$ cat src/rtl/alu_operand_pkg.sv
// rtl/alu_operand_pkg.sv - shared state encodings and immediate-mode constants for the operand stage
package alu_operand_pkg;

   typedef enum logic [1:0] {
      EMPTY = 2'd0,
      ONE   = 2'd1,
      TWO   = 2'd2
   } stage_state_t;

   localparam logic [1:0] IMM_SIGN  = 2'd0;
   localparam logic [1:0] IMM_ZERO  = 2'd1;
   localparam logic [1:0] IMM_UPPER = 2'd2;

endpackage

$ cat src/rtl/operand_fwd_mux.sv
// rtl/operand_fwd_mux.sv - register-file / forwarding-source selector for one ALU operand
module operand_fwd_mux #(
   parameter int WIDTH = 32,
   parameter int N_FWD = 2,
   parameter int SEL_W = $clog2(N_FWD + 1)
) (
   input  logic [SEL_W-1:0]       i_sel,
   input  logic [WIDTH-1:0]       i_reg_data,
   input  logic [N_FWD*WIDTH-1:0] i_fwd_data,
   output logic [WIDTH-1:0]       o_data
);

   // Select values beyond N_FWD match no slice and keep the register-file value.
   always_comb begin
      o_data = i_reg_data;
      for (int k = 1; k <= N_FWD; k++) begin
         if (i_sel == SEL_W'(k)) begin
            o_data = i_fwd_data[(k-1)*WIDTH +: WIDTH];
         end
      end
   end

endmodule

$ cat src/rtl/alu_operand_stage.sv
// rtl/alu_operand_stage.sv - ALU operand select with two-entry skid buffer at the ID/EX boundary
module alu_operand_stage
   import alu_operand_pkg::*;
#(
   parameter int WIDTH     = 32,
   parameter int IMM_WIDTH = 16,
   parameter int N_FWD     = 2,
   localparam int SEL_W    = $clog2(N_FWD + 1)
) (
   input  logic                   clock,
   input  logic                   reset_n,
   input  logic                   in_valid,
   output logic                   in_ready,
   input  logic [WIDTH-1:0]       read_data1,
   input  logic [WIDTH-1:0]       read_data2,
   input  logic [IMM_WIDTH-1:0]   immediate,
   input  logic [1:0]             imm_mode,
   input  logic                   alu_src,
   input  logic [SEL_W-1:0]       fwd_sel_a,
   input  logic [SEL_W-1:0]       fwd_sel_b,
   input  logic [N_FWD*WIDTH-1:0] fwd_data,
   input  logic                   flush,
   output logic                   out_valid,
   input  logic                   out_ready,
   output logic [WIDTH-1:0]       operand_a,
   output logic [WIDTH-1:0]       operand_b
);

   localparam int EXT_W = WIDTH - IMM_WIDTH;

   stage_state_t     r_state;
   stage_state_t     w_next;
   logic             w_load_main;
   logic             w_main_from_skid;
   logic             w_load_skid;
   logic [WIDTH-1:0] w_fwd_a;
   logic [WIDTH-1:0] w_fwd_b;
   logic [WIDTH-1:0] w_ext;
   logic [WIDTH-1:0] w_b;
   logic [WIDTH-1:0] r_main_a;
   logic [WIDTH-1:0] r_main_b;
   logic [WIDTH-1:0] r_skid_a;
   logic [WIDTH-1:0] r_skid_b;

   operand_fwd_mux #(.WIDTH(WIDTH), .N_FWD(N_FWD), .SEL_W(SEL_W)) u_mux_a (
      .i_sel      (fwd_sel_a),
      .i_reg_data (read_data1),
      .i_fwd_data (fwd_data),
      .o_data     (w_fwd_a)
   );

   operand_fwd_mux #(.WIDTH(WIDTH), .N_FWD(N_FWD), .SEL_W(SEL_W)) u_mux_b (
      .i_sel      (fwd_sel_b),
      .i_reg_data (read_data2),
      .i_fwd_data (fwd_data),
      .o_data     (w_fwd_b)
   );

   always_comb begin
      case (imm_mode)
         IMM_ZERO:  w_ext = {{EXT_W{1'b0}}, immediate};
         IMM_UPPER: w_ext = {immediate, {EXT_W{1'b0}}};
         default:   w_ext = {{EXT_W{immediate[IMM_WIDTH-1]}}, immediate};
      endcase
      w_b = alu_src ? w_ext : w_fwd_b;
   end

   always_ff @(posedge clock or negedge reset_n) begin
      if (!reset_n) begin
         r_state <= EMPTY;
      end else begin
         r_state <= w_next;
      end
   end

   // in_ready is 1 in EMPTY/ONE and out_valid is 1 in ONE/TWO, so in_valid
   // and out_ready alone stand for accept and consume inside each state.
   always_comb begin
      w_next           = r_state;
      w_load_main      = 1'b0;
      w_main_from_skid = 1'b0;
      w_load_skid      = 1'b0;
      if (flush) begin
         w_next = EMPTY;
      end else begin
         case (r_state)
            EMPTY: begin
               if (in_valid) begin
                  w_next      = ONE;
                  w_load_main = 1'b1;
               end
            end
            ONE: begin
               if (in_valid && out_ready) begin
                  w_load_main = 1'b1;
               end else if (in_valid) begin
                  w_next      = TWO;
                  w_load_skid = 1'b1;
               end else if (out_ready) begin
                  w_next = EMPTY;
               end
            end
            TWO: begin
               if (out_ready) begin
                  w_next           = ONE;
                  w_main_from_skid = 1'b1;
               end
            end
            default: w_next = EMPTY;
         endcase
      end
   end

   always_ff @(posedge clock or negedge reset_n) begin
      if (!reset_n) begin
         r_main_a <= '0;
         r_main_b <= '0;
         r_skid_a <= '0;
         r_skid_b <= '0;
      end else begin
         if (w_load_main) begin
            r_main_a <= w_fwd_a;
            r_main_b <= w_b;
         end else if (w_main_from_skid) begin
            r_main_a <= r_skid_a;
            r_main_b <= r_skid_b;
         end
         if (w_load_skid) begin
            r_skid_a <= w_fwd_a;
            r_skid_b <= w_b;
         end
      end
   end

   assign in_ready  = (r_state != TWO);
   assign out_valid = (r_state != EMPTY);
   assign operand_a = r_main_a;
   assign operand_b = r_main_b;

endmodule

$ cat config.mk
export PLATFORM = sky130hd
export DESIGN_NAME = alu_operand_stage
export DESIGN_NICKNAME = d
export VERILOG_FILES = /design/src/rtl/alu_operand_pkg.sv /design/src/rtl/operand_fwd_mux.sv /design/src/rtl/alu_operand_stage.sv
export SDC_FILE = /design/constraint.sdc
export NUM_CORES = 1
export LEC_CHECK = 0
export BUFFER_PORTS_ARGS = -buffer_cell sky130_fd_sc_hd__buf_4
export CAP_MARGIN = 5
export CORE_MARGIN = 5
export CORE_UTILIZATION = 25
export DETAILED_ROUTE_END_ITERATION = 8
export SLEW_MARGIN = 5
export SYNTH_ARGS = -nofsm -noshare
export SYNTH_HDL_FRONTEND = slang
export SYNTH_SLANG_ARGS = --single-unit
$ cat constraint.sdc
create_clock -name clock -period 3.75 [get_ports clock]
set_input_delay 0 -clock clock [delete_from_list [all_inputs] [get_ports clock]]
set_output_delay 0 -clock clock [all_outputs]
set_load 0.005 [all_outputs]
==> results of run 1 <==
==> cells by family (layout without fill, tap and decap cells) <==
| group | Yosys count | in the layout | share of synthesized area, % |
|---|---|---|---|
| other | 0 | 1 | 0 |
| AOI/OAI and AO/OA | 259 | 259 | 25.5 |
| and+or+nand+nor | 149 | 149 | 10.8 |
| muxes | 86 | 86 | 12.2 |
| adders and majority gates | 2 | 2 | 0.355 |
| DFF | 130 | 130 | 46.1 |
| buffers and inverters | 71 | 323 | 4.93 |
| xor gates and xnor gates | 1 | 1 | 0.124 |
==> through the flow <==
stage / cell area [um2] / setup slack, ns / hold WS [ns] / util (%)
2_1_floorplan: 7050 / 2.23 / -0.296 / -
3_3_place_gp: 8960 / 1.50 / 0.176 / 32.2
3_5_place_dp: 8960 / 1.44 / 0.192 / 32.2
4_1_cts: 10100 / 1.43 / 0.00171 / 36.4
5_1_grt: 10100 / 1.35 / 0.0235 / 36.4
6_report: 10100 / 1.41 / 0.00457 / 36.4
==> path summary, 6_finish.rpt <==
kind                                           from  slack [ns]                         to  cells after the start
max reg2reg                  r_state[1]$_DFFE_PN0P_        1.41  operand_a[18]$_DFFE_PN0P_                      4
max in group asynchronous                   reset_n        2.48   r_skid_b[11]$_DFFE_PN0P_                      3
max                          r_state[1]$_DFFE_PN0P_        1.41  operand_a[18]$_DFFE_PN0P_                      4
min in group asynchronous                   reset_n        0.25  operand_b[14]$_DFFE_PN0P_                      2
min reg2reg                r_skid_b[28]$_DFFE_PN0P_        0.48   r_skid_b[28]$_DFFE_PN0P_                      2
min                                  read_data1[21]       0.005   r_skid_a[21]$_DFFE_PN0P_                      3
==> registers in the layout, summed over array words and instances, names as in the netlist <==
signal	count
r_state	2
operand_a	32
r_skid_a	32
operand_b	32
r_skid_b	32
==> metal layers <==
metal	share of wire (%)	global-route usage, %	vias to the layer above
li1	-	-	3132
met1	42	22.1	3330
met2	47	27.9	226
met3	6.3	4.90	66
met4	4.3	7.73	2
met5	0.046	0	-
==> cell type report <==
type | count | area, um2 | area share, %
multi-input combinational | 497 | 3480 | 34.3
sequential | 130 | 3250 | 32.1
timing repair buffer | 288 | 2320 | 22.9
tap | 378 | 473 | 4.66
clock buffer | 19 | 443 | 4.36
clock inverter | 13 | 159 | 1.57
inverter | 3 | 11.3 | 0.111
antenna | 1 | 2.50 | 0.0247
==> cell usage in the layout, fill, tap and decap left out, drive strengths merged, types with 2 or more instances in the layout <==
cell	Yosys	routed
buf	41	230
dfrtp	130	130
o21ai	112	112
nand2	88	88
mux2i	84	84
dlygate4sd3	0	58
a32oi	31	31
o221ai	30	30
or3b	30	30
o221a	23	23
clkbuf	27	19
a21oi	18	18
o22ai	16	16
a21o	15	15
nor2	12	12
a221o	11	11
nand2b	5	5
clkinv	0	5
inv	3	5
nor2b	3	3
clkinvlp	0	3
bufinv	0	3
and2b	2	2
mux2	2	2
ha	2	2
or2	2	2
or3	2	2
nor3	2	2
==> worst reg2reg max path, delay by kind of cell (launching register included) <==
kind / cells / cell delay, ns
and+or+nand+nor: 3 / 1.33
DFF: 1 / 0.42
AOI/OAI and AO/OA: 1 / 0.47
==> power groups by stage <==
stage,Combinational [uW],Clock (uW),Sequential (uW)
6_report,1150,1700,1920
5_1_grt,1270,1790,1950
4_1_cts,1170,1730,1910
3_5_place_dp,1110,0,1930
3_3_place_gp,1080,0,1930
2_1_floorplan,522,0,1900
==> timing repair <==
item                                    CTS  global route
hold buffers                             58             0
endpoints found under the setup margin    0             0
hold endpoints to repair                159             0
==> results.json, run 1 <==
{
  "grt_start_max_net_pins": 102,
  "netlist_top_cells_area": "dfrtp_1 (46%), mux2i_1 (12%), nand2_1 (4.6%), o21ai_1 (4.0%), o21ai_0 (3.9%)",
  "power_frac_comb_pct": 24.1,
  "die-area_um2": 31700,
  "max-cap-violations": 0,
  "cp_data_required_time_ns": 4.05,
  "ir_worst_vdd_mv": 0.187,
  "fillers": 2804,
  "slowest_stage": "nand2_2",
  "gp_congestion": 0.859,
  "via_count": 6756,
  "grt_pass1_vias": 6860,
  "fp.coreArea_um2": 27900,
  "powerDensity_nw_per_um2": 470,
  "pin_count": 222,
  "outcome": "complete, no violations",
  "clk_pin_slew_ns": 0.06,
  "clk-insertion-delay-late_ns": 0.42,
  "p_seq_share_pct": 40.2,
  "syn_inst": 698,
  "ys_ff_latch": 130,
  "final_cells": 1329,
  "clock_power_share_pct": 35.7,
  "vias_per_cell": 5.08,
  "crit_buf_inv": 0,
  "hold_path_class": "input port to flop",
  "ant_nets": 0,
  "rows": 61,
  "avgSynthCellArea_um2": 10.1,
  "post_route_cells_drive_above_1_share_pct": 31.7,
  "synth.most_common_cell": "dfrtp_1",
  "grt_pass1_wl_mm": 41.6,
  "clock-sinks": 130,
  "tns_ns": 0,
  "slowest_delay_ns": 0.54,
  "routedWlPerCell_um": 21.2,
  "power_uw": 4770,
  "max_freq_mhz": 427,
  "ctsResizeCount": 0,
  "die_x_um": 178,
  "crit_chain": "and2b_1, nand2_2, nand2_2, o221a_2",
  "final_nets": 1095,
  "crit_top_cell": "nand2_2",
  "post_cts.repair.setup_buffers": 0,
  "ys_seq_area_share_pct": 46.1,
  "synth_edf_count": 0,
  "die_y_um": 178,
  "arrival_ns": 2.64,
  "place.detailed.hpwl_mm": 20.6,
  "synth_area_um2": 7050,
  "report.final.slew_viol_count": 0,
  "power.net_switching_uw": 1390,
  "cts-root-buf": "clkbuf_16",
  "worst_slew_pin_slew_ns": 1.18,
  "drt-pass1-iter-count": 5,
  "min_period_ns": 2.34,
  "synth.top_cell.area_share_pct": 46.1,
  "cts_tree": "done",
  "p_sw_share_pct": 29.1,
  "post-route-period-util_pct": 62.5,
  "numCtsBuffers": 17,
  "antenna_found_initial": 1,
  "clock_path_buffers": 2,
  "critPathKind": "flop to flop",
  "overflow": 0,
  "hold_viol": 0,
  "drc": 0,
  "crit_path_end_kind": "flop",
  "synth-main-ff-cell": "dfrtp_1",
  "rsz0062_at_grt": "false",
  "p_int_uw": 3380,
  "synth_top_cells_by_count": "dfrtp_1 (130), nand2_1 (86), mux2i_1 (84)",
  "start_kind": "flop",
  "finalSetupViolations": 0,
  "htree_num_levels": 4,
  "cpLargestDelayFamily": "simple AND/OR/NAND/NOR gates",
  "synth_cell_types": 40,
  "clock_skew_ns": 0.00421,
  "ys_warn_count": 0,
  "leakage_uw": 0.00462,
  "syn_nets": 856,
  "start_util_pct": 25.3,
  "io_buffers": 221,
  "yosysTopAreaCell": "dfrtp_1",
  "syn_to_final_growth_pct": 43.8,
  "dpl.cell_count": 1238,
  "async_reset_ff_share_pct": 100,
  "worstPathMaxFanout": 33,
  "relSlewSlack_pct": 21.2,
  "wirelength_mm": 28.1,
  "drtIter0Drc": 401,
  "groute.usage.overall_pct": 17.5
}
Note: power is estimated with default switching activity, not from simulation.
==> run 2: changes to the inputs <==
- clock period: 3.75 -> 2.2 ns (I/O delays scaled with it)
==> run 2 against run 1 <==
  * Register-to-register slack worse by 0.96 ns
  * Utilization is 0.25 points higher
  * Final area is 0.69% higher
  * Sequential power is 69% higher
  * Clock power is 72% higher
  * Die area stayed put
==> results.json, run 2 (synthesized netlist as in run 1, its figures left out) <==
{
  "final_cell_mix": "buf_4 (242), dfrtp_1 (130), nand2_1 (86)",
  "design_area_um2": 10200,
  "clock_skew_ns": 0.00890,
  "die-area_um2": 31700,
  "clock-sinks": 130,
  "drt-pass1-iter-count": 6,
  "numCtsBuffers": 17,
  "die_y_um": 178,
  "crit_buf_inv": 0,
  "cts-root-buf": "clkbuf_16",
  "hold_path_class": "input port to flop",
  "max_freq_mhz": 569,
  "cp_data_required_time_ns": 2.50,
  "pin_count": 222,
  "rows": 61,
  "io_buffers": 221,
  "placed_area_um2": 9090,
  "min_period_ns": 1.76,
  "slowest_stage": "dfrtp_1",
  "ctsResizeCount": 0,
  "final_cells": 1338,
  "htree_num_levels": 4,
  "power_uw": 8150,
  "reg2reg_depth": 4,
  "slowest_delay_ns": 0.43,
  "vias_per_cell": 4.98,
  "ir_worst_vdd_mv": 0.345,
  "wirelength_mm": 27.6,
  "start_util_pct": 25.3,
  "rsz0062_at_grt": "false",
  "max-cap-violations": 0,
  "die_x_um": 178,
  "antenna_found_initial": 2,
  "crit_path_end_kind": "flop",
  "worstPathMaxFanout": 22,
  "drc": 0,
  "syn_to_final_growth_pct": 44.8,
  "start_kind": "flop",
  "grt_pass1_vias": 6740,
  "final_common_cell": "buf_4",
  "outcome": "complete, no violations",
  "arrival_ns": 2.06,
  "leakage_uw": 0.00466,
  "final_nets": 1104,
  "finalSetupViolations": 0,
  "drtIter0Drc": 342,
  "cts_tree": "done",
  "rrSetupSlack_ns": 0.44,
  "worstSetupPathDepth": 4,
  "groute.usage.overall_pct": 17.1,
  "overflow": 0,
  "rr_startpoint": "r_state[0]$_DFFE_PN0P_",
  "critPathKind": "flop to flop",
  "via_count": 6665,
  "hold_viol": 0,
  "powerDensity_nw_per_um2": 798,
  "relSlewSlack_pct": 52.4,
  "clk_pin_slew_ns": 0.06,
  "grt_start_max_net_pins": 79,
  "endpoint": "operand_a[18]$_DFFE_PN0P_",
  "routedWlPerCell_um": 20.7,
  "dpl.cell_count": 1253,
  "tns_ns": 0,
  "clk-insertion-delay-late_ns": 0.42,
  "ant_nets": 0,
  "grt_pass1_wl_mm": 40.8,
  "cpLargestDelayFamily": "compound AO/OA/AOI/OAI gates",
  "fp.coreArea_um2": 27900,
  "crit_chain": "and2b_1, o21ai_2, nand2_2, o221a_2",
  "cp-startpoint": "r_state[0]$_DFFE_PN0P_",
  "clock_path_buffers": 2,
  "post-route-period-util_pct": 79.9,
  "place.detailed.hpwl_mm": 20.7,
  "worst_slew_pin_slew_ns": 0.713,
  "post_route_cells_drive_above_1_share_pct": 33.1,
  "report.final.slew_viol_count": 0,
  "regToRegEndpoint": "operand_a[18]$_DFFE_PN0P_",
  "gp_congestion": 0.833
}
## run 2: where the power goes
group          switching (uW)  internal (uW)  total (uW)
Combinational             951           1020        1970
Clock                    1130           1790        2930
Sequential                311           2940        3250
## run 2: area by class of cell
class	instances	area [um2]
fill	2804	17600
multi-input combinational	497	3480
sequential	130	3250
timing repair buffer	297	2390
tap	378	473
clock buffer	17	425
clock inverter	15	181
inverter	3	11.3
antenna	1	2.50
## run 2: how the worst min path moves through the flow
stage,start,slack [ns],end,depth (start not counted)
after floorplan,reset_n,-0.30,operand_a[0]$_DFFE_PN0P_,0
after global placement,reset_n,0.04,operand_b[14]$_DFFE_PN0P_,1
after detailed placement,reset_n,0.05,operand_b[14]$_DFFE_PN0P_,1
after CTS,fwd_data[55],0.001,r_skid_a[23]$_DFFE_PN0P_,3
after global routing,read_data1[21],0.01,r_skid_a[21]$_DFFE_PN0P_,3
final,read_data1[21],0.00009,r_skid_a[21]$_DFFE_PN0P_,3
## run 2: per-stage QoR
step / hold WS, ns / util, % / worst slack [ns]
final: 0.0000857 / 36.7 / 0.442
after global routing: 0.0134 / 36.7 / 0.351
after CTS: 0.00104 / 36.7 / 0.430
after detailed placement: 0.0462 / 32.6 / 0.453
after global placement: 0.0413 / 32.6 / 0.488
after floorplan: -0.296 / - / 0.677
## run 2: timing repair
action / CTS / global route
hold endpoints to repair: 116 / 0
setup buffers: 0 / 0
hold buffers: 52 / 0
## run 2: tightest hold or removal path, cell delays in order
cell	delay, ns
buf_4	0.08
o221ai_1	0.15
o21ai_1	0.15
## run 2: layer usage
layer / wire length [um] / GRT usage (%) / up-vias
met5: 0 / 0 / -
met1: 11800 / 21.9 / 3255
met4: 858 / 5.67 / 0
li1: - / - / 3152
met2: 13300 / 28.0 / 215
met3: 1700 / 4.68 / 43
==> run 3: changes to the inputs <==
- clock period: 2.2 -> 1.75 ns (I/O delays scaled with it)
==> run 3 against run 2 <==
  * Via count is 3.8% higher
  * First-iteration DRC count is 17% higher
  * Global-route usage is 1.0 points higher
==> results.json, run 3 (synthesized netlist as in run 1, its figures left out) <==
{
  "clock_power_share_pct": 35.9,
  "critPathKind": "flop to flop",
  "final_nets": 1126,
  "start_kind": "flop",
  "grt_start_max_net_pins": 83,
  "numCtsBuffers": 17,
  "antenna_found_initial": 2,
  "tns_ns": 0,
  "arrival_ns": 1.98,
  "clock_skew_ns": 0.00799,
  "clk_pin_slew_ns": 0.06,
  "max_freq_mhz": 592,
  "fp.coreArea_um2": 27900,
  "die_y_um": 178,
  "rsz0062_at_grt": "false",
  "fillers": 2792,
  "powerDensity_nw_per_um2": 989,
  "rows": 61,
  "clock_path_buffers": 2,
  "overflow": 0,
  "post_cts.repair.setup_buffers": 0,
  "wirelength_mm": 29.4,
  "cp_data_required_time_ns": 2.04,
  "vias_per_cell": 5.09,
  "ant_nets": 0,
  "drt-pass1-iter-count": 5,
  "power.net_switching_uw": 3010,
  "post-route-period-util_pct": 96.5,
  "place.detailed.hpwl_mm": 21.2,
  "die-area_um2": 31700,
  "htree_num_levels": 4,
  "syn_to_final_growth_pct": 49.3,
  "cts-root-buf": "clkbuf_16",
  "cpLargestDelayFamily": "buffers and inverters",
  "cts_tree": "done",
  "slowest_delay_ns": 0.57,
  "outcome": "complete, no violations",
  "final_cells": 1360,
  "clk-insertion-delay-late_ns": 0.42,
  "post_route_cells_drive_above_1_share_pct": 32.8,
  "max-cap-violations": 0,
  "hold_viol": 0,
  "final_common_cell": "buf_4",
  "crit_chain": "and2b_1, o21ai_0, a21oi_1, dlygate4sd3_1",
  "relSlewSlack_pct": 54.2,
  "hold_path_class": "input port to flop",
  "gp_congestion": 0.849,
  "crit_path_end_kind": "flop",
  "worst_slew_pin_slew_ns": 0.686,
  "rrSetupSlack_ns": 0.06,
  "clock-sinks": 130,
  "final_cell_mix": "buf_4 (240), dfrtp_1 (130), nand2_1 (86)",
  "die_x_um": 178,
  "slowest_stage": "dlygate4sd3_1",
  "leakage_uw": 0.00481,
  "pin_count": 222,
  "drc": 0,
  "io_buffers": 221,
  "p_seq_share_pct": 39.3,
  "worstPathMaxFanout": 7,
  "groute.usage.overall_pct": 18.1,
  "power_uw": 10400,
  "finalSetupViolations": 0,
  "dpl.cell_count": 1257,
  "p_int_uw": 7420,
  "grt_pass1_vias": 7175,
  "crit_buf_inv": 1,
  "min_period_ns": 1.69,
  "report.final.slew_viol_count": 0,
  "power_frac_comb_pct": 24.7,
  "routedWlPerCell_um": 21.6,
  "drtIter0Drc": 399,
  "start_util_pct": 25.3,
  "p_sw_share_pct": 28.9,
  "ir_worst_vdd_mv": 0.504,
  "grt_pass1_wl_mm": 43.6,
  "via_count": 6920
}
==> run 3: layout make-up <==
type	instances	area (um2)	area share (%)
flip-flops and latches	130	3250	30.9
well taps	378	473	4.49
clock inverters	11	150	1.43
repair buffers	318	2660	25.3
diodes	1	2.50	0.0238
clock buffers	21	470	4.47
inverters	3	11.3	0.107
multi-input cells	498	3510	33.3
==> run 3: through the flow <==
stage / util (%) / setup slack [ns] / instance area, um2 / hold WS [ns]
floorplan: - / 0.227 / 7050 / -0.296
global placement: 33.0 / 0.0900 / 9190 / -0.0579
detailed placement: 33.0 / 0.0162 / 9190 / -0.0576
CTS: 37.7 / 0.00730 / 10500 / 0.00119
global route: 37.8 / 0.00120 / 10500 / 0.0188
finish: 37.8 / 0.0611 / 10500 / 0.00776
==> run 3: metal layers <==
| metal | global-route usage, % | vias up | share of wire [%] |
|---|---|---|---|
| li1 | - | 3207 | - |
| met1 | 23.4 | 3450 | 43 |
| met2 | 29.2 | 206 | 48 |
| met3 | 4.66 | 55 | 5.4 |
| met4 | 6.93 | 2 | 3.4 |
| met5 | 0 | - | 0.068 |
==> run 3: final timing paths <==
check,cells after the start,endpoint,from
max in group asynchronous,3,operand_a[29]$_DFFE_PN0P_,reset_n
worst min register to register,2,r_skid_b[7]$_DFFE_PN0P_,r_skid_b[7]$_DFFE_PN0P_
min in group asynchronous,2,r_skid_b[14]$_DFFE_PN0P_,reset_n
worst min-delay path,3,r_skid_a[4]$_DFFE_PN0P_,read_data1[4]
worst max-delay path,4,r_state[0]$_DFFE_PN0P_,r_state[0]$_DFFE_PN0P_
worst max register to register,4,r_state[0]$_DFFE_PN0P_,r_state[0]$_DFFE_PN0P_
==> run 3: power by group through the flow <==
stage | Combinational, uW | Clock (uW) | Sequential [uW]
2_1_floorplan | 1120 | 0 | 4070
3_3_place_gp | 2370 | 0 | 4120
3_5_place_dp | 2420 | 0 | 4140
4_1_cts | 2590 | 3830 | 4100
5_1_grt | 2860 | 3960 | 4180
6_report | 2580 | 3740 | 4100
==> run 3: repair_timing <==
item / 4_1_cts / 5_1_grt
gates resized for setup: 0 / 2
setup endpoints to repair: 0 / 33
hold buffers: 69 / 0
endpoints found under the hold margin: 188 / 0
==> run 3: tightest hold or removal path: cells and delay by family <==
| kind | cells | cell delay, ns |
|---|---|---|
| AOI/OAI and AO/OA | 2 | 0.30 |
| buffers and inverters | 1 | 0.08 |
